==> src/rtl/cu_mem_lsu.sv <==
// cu_mem_lsu: memory-stage load/store unit driving a req/ack MMU port with
// lane enables, load extension, and misalign/bus-error/timeout faults.
module cu_mem_lsu #(
  parameter int XLEN = 32,
  parameter int ADDR_W = 32,
  parameter int TIMEOUT_W = 8,
  localparam int LANES = XLEN / 8,
  localparam int OFFW = $clog2(LANES)
) (
  input  logic              soc_clk,
  input  logic              MEM_reset,
  input  logic              MEM_stall,
  input  logic              memfetch_start,
  input  logic [ADDR_W-1:0] addr,
  input  logic [LANES-1:0]  bits_to_access,
  input  logic              read_or_write,
  input  logic              sign_ext,
  input  logic [XLEN-1:0]   store_data,
  output logic              mmu_req,
  output logic              mmu_we,
  output logic [ADDR_W-1:0] mmu_addr,
  output logic [LANES-1:0]  mmu_be,
  output logic [XLEN-1:0]   mmu_wdata,
  input  logic              mmu_ack,
  input  logic              mmu_err,
  input  logic [XLEN-1:0]   mmu_rdata,
  output logic [XLEN-1:0]   MEM_data,
  output logic              MEM_done,
  output logic              MEM_busy,
  output logic              MEM_fault,
  output logic [1:0]        fault_cause
);
  typedef enum logic [1:0] {IDLE, REQ, DONE, FAULT} state_t;
  localparam logic [TIMEOUT_W-1:0] LAST = TIMEOUT_W'((1 << TIMEOUT_W) - 2);
  state_t state;
  logic [OFFW-1:0] off_q, off_in;
  logic [LANES-1:0] mask_q;
  logic sx_q, legal, sgn;
  logic [7:0] m8;
  logic [TIMEOUT_W-1:0] cnt;
  logic [XLEN-1:0] sh, ld;
  assign off_in = addr[OFFW-1:0];
  assign m8 = 8'(bits_to_access);
  assign legal = (m8 == 8'h01) || (m8 == 8'h03 && !addr[0]) ||
                 (m8 == 8'h0F && addr[1:0] == 2'b0) ||
                 (XLEN == 64 && m8 == 8'hFF && addr[2:0] == 3'b0);
  // masks are contiguous from lane 0, so the highest set lane holds the sign bit
  always_comb begin
    sh = mmu_rdata >> {off_q, 3'b0};
    sgn = 1'b0;
    ld = '0;
    for (int i = 0; i < LANES; i++)
      if (mask_q[i]) sgn = sh[8*i+7];
    for (int i = 0; i < LANES; i++)
      ld[8*i+:8] = mask_q[i] ? sh[8*i+:8] : {8{sgn & sx_q}};
  end
  always_ff @(posedge soc_clk or posedge MEM_reset) begin
    if (MEM_reset) begin
      state <= IDLE;
      off_q <= '0;
      mask_q <= '0;
      sx_q <= 1'b0;
      cnt <= '0;
      mmu_req <= 1'b0;
      mmu_we <= 1'b0;
      mmu_addr <= '0;
      mmu_be <= '0;
      mmu_wdata <= '0;
      MEM_data <= '0;
      MEM_done <= 1'b0;
      MEM_busy <= 1'b0;
      MEM_fault <= 1'b0;
      fault_cause <= 2'b00;
    end else begin
      case (state)
        IDLE: if (memfetch_start && !MEM_stall) begin
          off_q <= off_in;
          mask_q <= bits_to_access;
          sx_q <= sign_ext;
          cnt <= '0;
          mmu_we <= read_or_write;
          mmu_addr <= {addr[ADDR_W-1:OFFW], OFFW'(0)};
          mmu_be <= bits_to_access << off_in;
          mmu_wdata <= store_data << {off_in, 3'b0};
          MEM_busy <= 1'b1;
          if (legal) begin
            mmu_req <= 1'b1;
            state <= REQ;
          end else begin
            MEM_done <= 1'b1;
            MEM_fault <= 1'b1;
            fault_cause <= 2'b01;
            state <= FAULT;
          end
        end
        REQ: if (mmu_ack) begin
          mmu_req <= 1'b0;
          MEM_done <= 1'b1;
          MEM_fault <= mmu_err;
          fault_cause <= mmu_err ? 2'b10 : 2'b00;
          state <= mmu_err ? FAULT : DONE;
          if (!mmu_err && !mmu_we) MEM_data <= ld;
        end else if (cnt == LAST) begin
          mmu_req <= 1'b0;
          MEM_done <= 1'b1;
          MEM_fault <= 1'b1;
          fault_cause <= 2'b11;
          state <= FAULT;
        end else begin
          cnt <= cnt + 1'b1;
        end
        DONE, FAULT: if (!MEM_stall) begin
          MEM_done <= 1'b0;
          MEM_fault <= 1'b0;
          fault_cause <= 2'b00;
          MEM_busy <= 1'b0;
          state <= IDLE;
        end
        default: state <= IDLE;
      endcase
    end
  end
endmodule

==> config.mk <==
export PLATFORM = sky130hd
export DESIGN_NAME = cu_mem_lsu
export DESIGN_NICKNAME = d
export VERILOG_FILES = /design/src/rtl/cu_mem_lsu.sv
export SDC_FILE = /design/constraint.sdc
export NUM_CORES = 1
export LEC_CHECK = 0
export ABC_AREA = 1
export CAP_MARGIN = 20
export CORE_MARGIN = 1.5
export CORE_UTILIZATION = 49
export DETAILED_ROUTE_END_ITERATION = 8
export GPL_ROUTABILITY_DRIVEN = 1
export MAX_ROUTING_LAYER = met4
export PLACE_DENSITY = 0.85
export SLEW_MARGIN = 15
export SYNTH_ARGS = -nofsm -noshare
export SYNTH_HDL_FRONTEND = slang
export SYNTH_SLANG_ARGS = --single-unit
export TNS_END_PERCENT = 30
==> constraint.sdc <==
create_clock -name soc_clk -period 12.1 [get_ports soc_clk]
set_input_delay 3.025 -clock soc_clk [delete_from_list [all_inputs] [get_ports soc_clk]]
set_output_delay 3.025 -clock soc_clk [all_outputs]
set_load 0.02 [all_outputs]
Yosys cells after proc, flatten, opt, wreduce, memory -nomap -nowiden. Index checks and enable logic that the tools add are counted.

Register bits after elaboration: 122. Input bits: 108. Output and inout bits: 107.

Multiplexer cells: 39. Add/subtract/negate cells: 1. Shift-type cells: 3. Equality and inequality tests: 14. Reduce and logical (&&, ||, !) cells: 22. Bitwise gates (word level): 1.

Operators with widths (number): 8-bit 2-to-1 mux (7); 32-bit by 5-bit << shifter with 32-bit output (1); 32-bit by 5-bit right shift with 32-bit output (1); 2-bit 2-to-1 mux (9); 1-bit 2-to-1 mux (16); 8-bit one-hot mux with 2 select lines (1); 2-bit inequality test (second input constant) (6); 2-bit one-hot mux with 3 select lines (2); 4-bit AND reduction (3); 3-bit AND reduction (3); 8-bit by 1-bit adder with 8-bit output (second input constant) (1); 8-bit == test (second input constant) (1); 1-bit one-hot mux with 3 select lines (2); 2-bit == test (second input constant) (2); 4-bit by 1-bit == test with 1-bit output (second input constant) (1); 4-bit by 2-bit == test with 1-bit output (second input constant) (1); 4-bit == test (second input constant) (1); 1-bit logical AND (4); 1-bit logical NOT (4); 2-bit logical NOT (2); 1-bit one-hot mux with 2 select lines (2); 2-bit nonzero test (2); 4-bit by 2-bit << shifter with 4-bit output (1); 3-bit inequality test (second input constant) (1); 5 further kinds (6).

Logic depth before layout (Yosys ltp). Gate-level depths: netlist of run 1.

Word-level depth: 7. Gate-level depth with buffers: 11. Depth with buffers taken out: 11.

Least setup slack after synthesis of run 1. Ideal clock, no wire load.

Path kind: input-to-reg. Start point: input memfetch_start. End point: register cnt[2]. Slack: 8.139 ns. Stages on the path: 7. Arrival time: 3.884 ns. Setup time: 0.077 ns. Path through: inv_1 nor2_1 nand2_1 buf_2 clkbuf_1 o21ai_1 a21oi_1.

Cells in the longest elaborated chain, start to end: 3.

Ends and longest elaborated chain: from (decl) (line 13) `input logic memfetch_start,`; 1-bit logical AND (line 76) `IDLE: if (memfetch_start && !MEM_stall) begin`; 2-bit inequality test (no line); 4-bit AND reduction (no line); to (signal assigned) (line 110) `cnt <= cnt + 1'b1;`; to (decl) (line 40) `logic [TIMEOUT_W-1:0] cnt;`.

Every way passes these cells. A chain may end at the register's enable or synchronous reset.

Worst setup path in the final report of run 1.
Start point: input MEM_stall. End point: register mask_q[1].

Cells in the longest elaborated chain, start to end: 3.

Ends and longest elaborated chain: from (decl) (line 12) `input logic MEM_stall,`; 1-bit logical NOT; 1-bit logical AND (line 76); 2-bit AND reduction (no line); to (signal assigned) (line 78) `mask_q <= bits_to_access;`; to (decl) (line 37) `logic [LANES-1:0] mask_q;`.

Every way passes these cells.

==> results.toml, run 1 <==
[cells_and_area]
area_growth_pct = 47.30
layout-drive-gt1-share = 0.06503
most-common-layout-cells = "232 x nand2_1, 212 x clkdlybuf4s50_1, 122 x dfrtp_1"
num-fill-cells = 849
fin_nets = 1035
n_antenna_cell = 0
final_common_cell = "nand2_1"
fin_cells = 1081

[logic_synthesis]
syn_inst = 729
ys_seq_area_frac = 0.5178
synth_area_sq_um = 5896
synth_xor_xnor_area_share = 0.002971
synth_fa_ha_area_frac = 0.004244
synth_top_family_by_area = "simple AND/OR/NAND/NOR gates"
synth-seq-cells = 122
synth_ff_type = "dfrtp_1"
syn_area_per_cell_sq_um = 8.087
synth_edf_count = 0
synth-compound-area-share = 0.1433
yosys-mux-area-fraction = 0.02547
ys_types = 36
synth-simple-area-share = 0.2392
synth_warnings = 0
async_flop_share = 1.000

[global_routing]
gr-total-overflow = 0
antenna_found_initial = 0
first_global_vias = 5569
grt_first_pass_wirelength_mm = 27.70
grt_usage = 0.2884
grt_max_degree = 86

[power]
irDropWorstVdd_mv = 0.1385
p_leak_nw = 4.082
cellPowerDensity_nw_per_um2 = 263.9

[hold_path]
hold_class = "reg2reg"
min_path_cells = 2
hp-start = "mmu_addr[6]$_DFFE_PP0P_"
min_to = "mmu_addr[6]$_DFFE_PP0P_"

[place]
port_buffers = 212
hpwlAfterDp_mm = 11.60
pre_cts_ws_ns = 6.080
place_inst = 1049
place.gp.congestion = 0.8823

[sta]
relSlewSlack = 0.3362
hold_violations = 0
layout_setup_ws_ns = 6.505
holdWs_ns = 0.4755
tns_ns = 0
fmax_ghz = 0.1787
rsz0062_at_grt = "false"
period_needed_ns = 5.595
fin_skew_ns = 0.01107
tightest_slew_ns = 0.9896
slew_viol_final = 0
finalCritPeriodShare = 0.4624
setup_viol = 0

[routing]
dr.pass1.iters = 5
drt-initial-drc-count = 415
vias = 5787
wl_per_cell_um = 15.98
wl_mm = 17.27
viasPerCell = 5.353
drc = 0
ant_nets = 0

[worst_setup_path]
start_kind = "input pin"
rrSetupSlack_ns = 9.18
reg2reg_to = "mask_q[1]$_DFFE_PP0P_"
crit_fanout = 85
r2r_cells = 5
critPathKind = "in2reg"
cp-end-kind = "register"
arrival_ns = 5.89
required_ns = 12.40
reg2reg_from = "state[1]$_DFFE_PP0P_"

[cts]
cts_tree = "yes"
postCtsHoldBufs = 0
clockRootBuffer = "clkbuf_16"
cts_buffer_depth = 2
cts_buffers = 17
cts_resized = 0
post_cts_buffers = 0
cts_sinks = 122
clk_pin_slew_worst_paths_ns = 0.06
clkLatencyLatePin_ns = 0.41
htreeDepth = 4

[floorplan]
ios = 215
core_sq_um = 11560
fp.dieH_um = 112.7
dieArea_sq_um = 12700
rows = 39
die_w_um = 112.7
initial_core_util = 0.5098

[status]
status = "finished, final reports clean"

[flow_run]
drv_cap = 0
[how the worst max path moves through the flow]
stage	to	slack [ns]	startpoint	cells after the start
final	mask_q[1]$_DFFE_PP0P_	6.50	MEM_stall	6
after global placement	mask_q[1]$_DFFE_PP0P_	6.15	MEM_stall	6
after detailed placement	mask_q[1]$_DFFE_PP0P_	6.08	MEM_stall	6
after global routing	mask_q[1]$_DFFE_PP0P_	6.23	MEM_stall	6
after CTS	mask_q[1]$_DFFE_PP0P_	6.50	MEM_stall	6
after floorplan	MEM_busy$_DFFE_PP0P_	5.83	MEM_reset	1
[metrics by stage]
| stage | utilization | area [sq um] | power, mW |
|---|---|---|---|
| after floorplan | - | 5899 | 1.274 |
| after global placement | 0.6961 | 8050 | 1.726 |
| after detailed placement | 0.6961 | 8050 | 1.746 |
| after CTS | 0.7509 | 8685 | 2.303 |
| after global routing | 0.7509 | 8685 | 2.422 |
| final | 0.7509 | 8685 | 2.292 |
[per-layer routing]
layer,up-vias,track usage,share of wire
li1,2768,-,-
met1,2755,0.3578,0.41
met2,228,0.4581,0.49
met3,36,0.08249,0.074
met4,0,0.09620,0.022
met5,-,-,0
[synth_stat cells, drive strengths merged (2+ instances only)]
cell type / number / area (sq um)
nand2: 235 / 887.1
dfrtp: 122 / 3053
nor2: 79 / 301.5
o21ai: 62 / 321.6
inv: 54 / 202.7
a21oi: 50 / 250.2
buf: 26 / 132.6
nand3: 20 / 105.1
o221ai: 17 / 148.9
mux2i: 15 / 150.1
clkbuf: 14 / 52.55
o211ai: 8 / 60.06
nand4: 5 / 56.31
a31oi: 3 / 18.77
nor3: 3 / 20.02
or2: 3 / 18.77
ha: 2 / 25.02
o31ai: 2 / 15.01
xor2: 2 / 17.52
[power by group]
part	total [mW]	switching, mW	internal, mW
registers	0.738	0.146	0.592
clock network	0.540	0.189	0.351
logic	1.01	0.563	0.452
[cell families after synthesis]
| logic type | Yosys count |
|---|---|
| fa+ha+maj | 2 |
| xor+xnor | 2 |
| simple gates | 346 |
| other cells | 1 |
| flops | 122 |
| compound gates | 146 |
| buf+inv | 95 |
| mux | 15 |
[layout make-up]
| type | count | area, sq um | area share |
|---|---|---|---|
| Sequential cell | 122 | 3053 | 0.3515 |
| Tap cell | 143 | 178.9 | 0.02060 |
| Timing Repair Buffer | 216 | 2152 | 0.2478 |
| Inverter | 55 | 209.0 | 0.02406 |
| Clock inverter | 14 | 195.2 | 0.02248 |
| Clock buffer | 18 | 439.2 | 0.05057 |
| Multi-Input combinational cell | 513 | 2457 | 0.2830 |
[registers in the layout, summed over array words and instances (netlist names), 4 cells and up]
signal / flops
cnt: 8
mask_q: 4
mmu_be: 4
MEM_data: 32
mmu_wdata: 32
mmu_addr: 30
[critical path, cell delays in order]
cell and delay [ns]:
clkdlybuf4s50_1 0.51, nor2_1 0.09, nand2_2 0.07, buf_4 0.65, clkinv_1 1.05, o21ai_0 0.46
Note: power is estimated with default switching activity, not from simulation.
==> run 2: changes to the inputs <==
--- a/config.mk
+++ b/config.mk
@@ -8,11 +8,11 @@
 export ABC_AREA = 1
 export CAP_MARGIN = 20
 export CORE_MARGIN = 1.5
-export CORE_UTILIZATION = 49
+export CORE_UTILIZATION = 45
 export DETAILED_ROUTE_END_ITERATION = 8
 export GPL_ROUTABILITY_DRIVEN = 1
 export MAX_ROUTING_LAYER = met4
-export PLACE_DENSITY = 0.85
+export PLACE_DENSITY = 0.79
 export SLEW_MARGIN = 15
 export SYNTH_ARGS = -nofsm -noshare
 export SYNTH_HDL_FRONTEND = slang
==> constraint.sdc (replaced) <==
create_clock -name soc_clk -period 5.35 [get_ports soc_clk]
set_input_delay 1.3375 -clock soc_clk [delete_from_list [all_inputs] [get_ports soc_clk]]
set_output_delay 1.3375 -clock soc_clk [all_outputs]
set_load 0.02 [all_outputs]
==> results.toml, run 2 (same netlist as run 1, synthesis figures left out) <==
[status]
status = "finished, final reports clean"

[worst_setup_path]
start_kind = "input pin"
crit_fanout = 35
arrival_ns = 3.82
reg2reg_from = "state[1]$_DFFE_PP0P_"
cp-end-kind = "register"
crit_start = "MEM_stall"
critPathKind = "in2reg"
slowest_stage = "clkinv_1"
path_cells = "clkdlybuf4s50_1 > nor2_1 > nand2_2 > clkinv_1 > o21ai_0"
slowest_delay_ns = 0.98
required_ns = 5.64

[sta]
finalCritPeriodShare = 0.6598
tightest_slew_ns = 0.9871
relSlewSlack = 0.3379
rsz0062_at_grt = "false"
fmax_ghz = 0.2833
setup_viol = 0
tns_ns = 0
fin_skew_ns = 0.008108
hold_violations = 0
period_needed_ns = 3.530
slew_viol_final = 0
layout_setup_ws_ns = 1.820

[routing]
wl_mm = 16.91
vias = 5613
drt-initial-drc-count = 498
viasPerCell = 5.066
dr.pass1.iters = 7
drc = 0
wl_per_cell_um = 15.26
ant_nets = 0

[global_routing]
gr-total-overflow = 0
grt_usage = 0.2538
antenna_found_initial = 0
grt_max_degree = 92
first_global_vias = 5399
grt_first_pass_wirelength_mm = 27.28

[cells_and_area]
seq_area_sq_um = 3053
n_antenna_cell = 0
num-fill-cells = 1057
layout-drive-gt1-share = 0.06090
reg.largest.list = "MEM_data (32), mmu_wdata (32), mmu_addr (30)"
fin_nets = 1035
most-common-layout-cells = "232 x nand2_1, 212 x clkdlybuf4s50_1, 122 x dfrtp_1"
multiInputGateArea_sq_um = 2457
final_common_cell = "nand2_1"
area_growth_pct = 47.20
fin_util = 0.6821

[floorplan]
rows = 41
ios = 215
die_w_um = 117.5
fp.dieH_um = 117.5
initial_core_util = 0.4634
dieArea_sq_um = 13800
core_sq_um = 12720

[place]
pre_cts_ws_ns = 1.329
port_buffers = 212
place.gp.congestion = 0.9003
hpwlAfterDp_mm = 11.97

[hold_path]
hp-start = "mmu_addr[3]$_DFFE_PP0P_"
hold_class = "reg2reg"

[cts]
postCtsHoldBufs = 0
post_cts_buffers = 0
htreeDepth = 4
cts_sinks = 122
clk_pin_slew_worst_paths_ns = 0.05
cts_buffers = 17
cts_buffer_depth = 2
cts_resized = 0
cts_tree = "yes"
clkLatencyLatePin_ns = 0.41
clockRootBuffer = "clkbuf_16"

[flow_run]
drv_cap = 0

[power]
p_leak_nw = 4.062
cellPowerDensity_nw_per_um2 = 584.1
p_total_mw = 5.069
irDropWorstVdd_mv = 0.3125
-- run 2: final cells by class --
class,instances,area share
sequential,122,0.3518
multi-input combinational,513,0.2832
timing repair buffer,216,0.2494
clock buffer,23,0.05623
tap,172,0.02480
inverter,55,0.02408
clock inverter,7,0.01052
-- run 2: final timing paths --
| path | cells after the start | slack [ns] | to |
|---|---|---|---|
| worst max-delay path | 5 | 1.82 | mask_q[1]$_DFFE_PP0P_ |
| worst min-delay path | 2 | 0.48 | mmu_addr[3]$_DFFE_PP0P_ |
| worst max register to register | 4 | 2.76 | mask_q[1]$_DFFE_PP0P_ |
| worst min register to register | 2 | 0.48 | mmu_addr[3]$_DFFE_PP0P_ |
| max in group asynchronous | 3 | 3.22 | MEM_fault$_DFFE_PP0P_ |
| min in group asynchronous | 2 | 1.29 | mmu_addr[28]$_DFFE_PP0P_ |
-- run 2: per-stage QoR --
stage                     instances  instance area [sq um]  hold slack [ns]
after floorplan                 730                   5899           0.4530
after global placement         1078                   8099           0.4619
after detailed placement       1078                   8099           0.4650
after CTS                      1108                   8678           0.4803
after global routing           1108                   8678           0.4936
final                          1108                   8678           0.4792
-- run 2: worst max-delay path: cells and delay by family --
| family | cells | cell delay, ns |
|---|---|---|
| buffers and inverters | 2 | 1.48 |
| AND/OR/NAND/NOR | 2 | 0.56 |
| AO/OA/AOI/OAI | 1 | 0.43 |
-- run 2: layer usage --
metal | GRT usage | share of wire | vias to the layer above
met4 | 0.07546 | 0.017 | 0
met5 | - | 0 | -
li1 | - | - | 2762
met2 | 0.4037 | 0.48 | 221
met1 | 0.3206 | 0.43 | 2612
met3 | 0.06783 | 0.068 | 18
-- run 2: power breakdown --
group / internal, mW / total (mW) / switching [mW]
sequential: 1.34 / 1.67 / 0.329
combinational: 1.02 / 2.28 / 1.25
clock: 0.728 / 1.12 / 0.395
total: 3.09 / 5.07 / 1.98
